==> src/rtl/demux4_buffered.sv <==
// 1-to-4 demultiplexer with a one-entry holding register, valid/ready handshake
// and wrapping delivered-word counter on each output channel.
module demux4_buffered #(
    parameter int OPERAND_WIDTH = 32,
    parameter int COUNT_WIDTH   = 8
) (
    input  logic                       clk,
    input  logic                       rst,
    input  logic                       in_valid,
    output logic                       in_ready,
    input  logic [1:0]                 in_select,
    input  logic [OPERAND_WIDTH-1:0]   in_data,
    output logic [3:0]                 out_valid,
    input  logic [3:0]                 out_ready,
    output logic [4*OPERAND_WIDTH-1:0] out_data,
    output logic [4*COUNT_WIDTH-1:0]   out_count
);

    logic [OPERAND_WIDTH-1:0] data_q [4];
    logic [COUNT_WIDTH-1:0]   cnt_q  [4];
    logic [3:0]               valid_q;
    logic [3:0]               fill;
    logic [3:0]               drain;

    // Only the selected channel gates the input, so a full target blocks all traffic.
    assign in_ready = !valid_q[in_select] || out_ready[in_select];

    always_comb begin
        fill  = 4'b0000;
        drain = valid_q & out_ready;
        if (in_valid && in_ready) begin
            fill[in_select] = 1'b1;
        end
    end

    for (genvar k = 0; k < 4; k++) begin : g_chan
        always_ff @(posedge clk or posedge rst) begin
            if (rst) begin
                valid_q[k] <= 1'b0;
                data_q[k]  <= '0;
                cnt_q[k]   <= '0;
            end else begin
                if (fill[k]) begin
                    valid_q[k] <= 1'b1;
                    data_q[k]  <= in_data;
                end else if (drain[k]) begin
                    valid_q[k] <= 1'b0;
                end
                if (drain[k]) begin
                    cnt_q[k] <= cnt_q[k] + 1'b1;
                end
            end
        end

        assign out_data[k*OPERAND_WIDTH +: OPERAND_WIDTH] = data_q[k];
        assign out_count[k*COUNT_WIDTH +: COUNT_WIDTH]    = cnt_q[k];
    end

    assign out_valid = valid_q;

endmodule

==> config.mk <==
export PLATFORM = sky130hd
export DESIGN_NAME = demux4_buffered
export DESIGN_NICKNAME = d
export VERILOG_FILES = /design/src/rtl/demux4_buffered.sv
export SDC_FILE = /design/constraint.sdc
export NUM_CORES = 1
export LEC_CHECK = 0
export BUFFER_PORTS_ARGS = -buffer_cell sky130_fd_sc_hd__buf_2
export CAP_MARGIN = 20
export CORE_UTILIZATION = 51
export DETAILED_ROUTE_END_ITERATION = 16
export GPL_TIMING_DRIVEN = 0
export PLACE_DENSITY = 0.85
export SETUP_SLACK_MARGIN = 0.15
export SLEW_MARGIN = 10
export SYNTH_ARGS = -nofsm -noshare
export SYNTH_HDL_FRONTEND = slang
export SYNTH_SLANG_ARGS = --single-unit
==> constraint.sdc <==
create_clock -name clk -period 7 [get_ports clk]
set_input_delay 1.4 -clock clk [delete_from_list [all_inputs] [get_ports clk]]
set_output_delay 1.4 -clock clk [all_outputs]
set_load 0.02 [all_outputs]
==> out/qor.json <==
{
  "seq_area_frac_synth": {"value": 63.2, "unit": "%"},
  "htree_num_levels": {"value": 4},
  "worst_r2r_startpoint": {"value": "out_valid[1]"},
  "dominant_combinational_cell_family_by_area_after_synthesis": {"value": "multiplexers"},
  "post-cts-setup-buffers": {"value": 0},
  "p_leak": {"value": 4.14, "unit": "nW"},
  "dp_hpwl": {"value": 10300, "unit": "µm"},
  "synth.net_count": {"value": 449},
  "core_area": {"value": 0.0122, "unit": "mm²"},
  "cellPowerDensity": {"value": 374, "unit": "mW/mm²"},
  "period_share": {"value": 54.2, "unit": "%"},
  "grt_setup_unrepaired": {"value": "no"},
  "area_fraction_in_compound_gates_after_synthesis": {"value": 0.0771, "unit": "%"},
  "remaining_drc_errors": {"value": 0},
  "yosysWarnings": {"value": 0},
  "final_worst_path_setup_slack": {"value": 3.21, "unit": "ns"},
  "antenna_found_initial": {"value": 0},
  "vias_per_cell": {"value": 5.10},
  "final_util": {"value": 68.9, "unit": "%"},
  "vdd_drop_max": {"value": 0.275, "unit": "mV"},
  "cp_slowest_stage_delay": {"value": 0.51, "unit": "ns"},
  "placement.setup.worst_slack": {"value": 3.20, "unit": "ns"},
  "hold_violation_total_from_the_final_report": {"value": 0},
  "placement_rows": {"value": 40},
  "cp_data_required_time": {"value": 5.60, "unit": "ns"},
  "synthToLayoutAreaGrowth": {"value": 29.7, "unit": "%"},
  "synth_top_cell_by_area": {"value": "dfrtp_1"},
  "wire_per_inst": {"value": 18.1, "unit": "µm"},
  "yosysUniqueCellTypes": {"value": 30},
  "nets": {"value": 674},
  "post_route_cells_drive_above_1_share": {"value": 58.9, "unit": "%"},
  "run_status": {"value": "finished, final reports clean"},
  "max_freq": {"value": 0.264, "unit": "GHz"},
  "synth_enable_flop_cells": {"value": 0},
  "die_h": {"value": 115, "unit": "µm"},
  "dieWidth": {"value": 115, "unit": "µm"},
  "post_synth_most_frequent_cells": {"value": "164 x dfrtp_1, 93 x mux2_2, 30 x mux2_4"},
  "total_power": {"value": 3.15, "unit": "mW"},
  "clock_latency_of_the_later_clocked_register_in_the_worst_skew_pair": {"value": 0.42, "unit": "ns"},
  "grt_first_pass_wirelength": {"value": 23000, "unit": "µm"},
  "synth.cell_area": {"value": 0.00649, "unit": "mm²"},
  "final_max_slew_viol_count": {"value": 0},
  "post_synth_main_area_contributors": {"value": "dfrtp_1 63%, mux2_2 16%, mux2_4 6.9%"},
  "stdcell_area": {"value": 0.00841, "unit": "mm²"},
  "synth.ff_latch_count": {"value": 164},
  "crit_path_max_fanout": {"value": 4},
  "fin_hold_ws": {"value": 0.465, "unit": "ns"},
  "path_common_cell": {"value": "buf_2"},
  "synthAdderAreaFrac": {"value": 0.771, "unit": "%"},
  "design.portCount": {"value": 206},
  "cells_on_worst_reg2reg_path": {"value": 4},
  "drt.antenna.violating_nets": {"value": 0},
  "clk_pin_slew_worst_paths": {"value": 0.06, "unit": "ns"},
  "cap_violations": {"value": 0},
  "crit_type": {"value": "input pin to primary output"},
  "critPathSlowestCell": {"value": "mux4_1"},
  "dp_cells": {"value": 778},
  "initial_core_util": {"value": 53.1, "unit": "%"},
  "first_global_vias": {"value": 4429},
  "critical_path.reg2reg.endpoint": {"value": "out_data[40]"},
  "cts_hold_repair.buffers": {"value": 0},
  "final.setup_skew": {"value": 0.00654, "unit": "ns"},
  "timing.hold.worst.class": {"value": "flip-flop to flip-flop"},
  "reg2reg_slack": {"value": 5.22, "unit": "ns"},
  "worstPathCellList": {"value": "buf_2 -> nand2b_1 -> mux4_1 -> buf_2"},
  "multiInputGateArea": {"value": 0.00224, "unit": "mm²"},
  "post_synth_mux_area_share": {"value": 25.0, "unit": "%"},
  "parity_gate_share_of_the_synthesized_area_counting_xor_and_xnor_cells": {"value": 3.78, "unit": "%"},
  "worst_hold_path.num_cells": {"value": 1},
  "nFillCells": {"value": 860},
  "numPortBuffers": {"value": 205},
  "layoutNonFillerInstCount": {"value": 810},
  "startpoint_type": {"value": "input pin"},
  "post-route-min-period": {"value": 3.79, "unit": "ns"},
  "dieArea": {"value": 0.0132, "unit": "mm²"},
  "cts_root_buf": {"value": "clkbuf_16"},
  "hp-start": {"value": "out_count[15]"},
  "drt_iter0_markers": {"value": 220},
  "slew_headroom": {"value": 59.4, "unit": "%"},
  "timing.final.setup_violations": {"value": 0},
  "worstPathArrival": {"value": 2.39, "unit": "ns"},
  "finalWeightedCongestion": {"value": 0.802},
  "detail_route.wirelength": {"value": 14600, "unit": "µm"},
  "grt_start_max_net_pins": {"value": 99},
  "synth_top_flop_cell": {"value": "dfrtp_1"},
  "drt_pass1_iterations": {"value": 6},
  "synthesis.area_per_instance": {"value": 16.1, "unit": "µm²"},
  "setup-tns-final": {"value": 0, "unit": "ns"},
  "post-synth-top-count-cell": {"value": "dfrtp_1"},
  "yosys.area_share.simple": {"value": 4.78, "unit": "%"},
  "clock_buffers_created_by_tritoncts": {"value": 17},
  "dr_total_vias": {"value": 4131},
  "grtUsageTotal": {"value": 23.3, "unit": "%"},
  "clock_path_buffers": {"value": 2},
  "cts_tree": {"value": "yes"},
  "antenna_cells": {"value": 0},
  "async_flop_share": {"value": 100, "unit": "%"},
  "post_cts.resized_instances": {"value": 0},
  "worstHoldEndpoint": {"value": "out_count[15]"},
  "clock_sink_count": {"value": 164},
  "timing_worst_slew_pin_value": {"value": 0.608, "unit": "ns"},
  "synth_top_cell_area_share": {"value": 63.2, "unit": "%"},
  "placedInstanceArea": {"value": 0.00776, "unit": "mm²"},
  "synth_cells": {"value": 404},
  "ff_latch_area": {"value": 0.00410, "unit": "mm²"},
  "gr-total-overflow": {"value": 0},
  "worstSetupEndpointType": {"value": "primary output"}
}
-- worst max-delay path by stage --
stage            startpoint       endpoint  slack (ns)  cells past startpoint
2_1_floorplan           rst   out_count[0]        1.17                      1
3_3_place_gp            rst  out_count[12]       -0.18                      2
3_5_place_dp   out_ready[1]       in_ready        3.20                      4
4_1_cts        out_ready[1]       in_ready        3.20                      4
5_1_grt        out_ready[1]       in_ready        3.16                      4
6_report       out_ready[1]       in_ready        3.21                      4
-- kinds of logic (layout without fill, tap and decap cells) --
group,after synthesis,after routing
AOI/OAI and AO/OA,1,1
xor gates and xnor gates,28,28
adders and majority gates,4,4
buffers and inverters,16,254
DFF,164,164
muxes,133,133
and+or+nand+nor,58,58
-- layer usage --
metal	track usage [%]	share of wire, %	vias to the layer above
met5	0	0	-
met4	9.00	1.9	0
met3	6.69	5.2	21
met2	40.1	53	136
met1	28.0	40	2111
li1	-	-	1863
-- final cells by class --
type,instances,share of cell area (%)
buffer,15,1.73
clock buffer,18,5.10
clock inverter,14,2.66
inverter,1,0.134
multi-input combinational,224,26.6
sequential,164,48.8
tap,168,2.50
timing repair buffer,206,12.5
-- state kept, by name, summed over array words and instances, names as in the netlist --
register / cells
out_data: 128
out_count: 32
out_valid: 4
-- cell usage in the layout, fill, tap and decap left out, drive strengths merged, types with 5 or more instances in the layout --
master  instances
buf           220
and3            5
xnor2          18
mux2          132
xor2           10
bufinv          5
nand3           5
inv             5
nand2          22
clkbuf         19
nand4           6
dfrtp         164
-- power breakdown --
| group | total, mW | switching (mW) | internal, mW | leakage [nW] |
|---|---|---|---|---|
| Sequential | 1.30 | 0.147 | 1.16 | 1.99 |
| Combinational | 0.823 | 0.482 | 0.341 | 1.84 |
| Clock | 1.02 | 0.384 | 0.639 | 0.316 |
| Total | 3.15 | 1.01 | 2.14 | 4.14 |
-- critical path: cells and delay by family --
kind                   cells  cell delay [ns]
muxes                      1             0.51
buffers and inverters      2             0.30
and+or+nand+nor            1             0.18
Power figures use the tool's default switching activity.
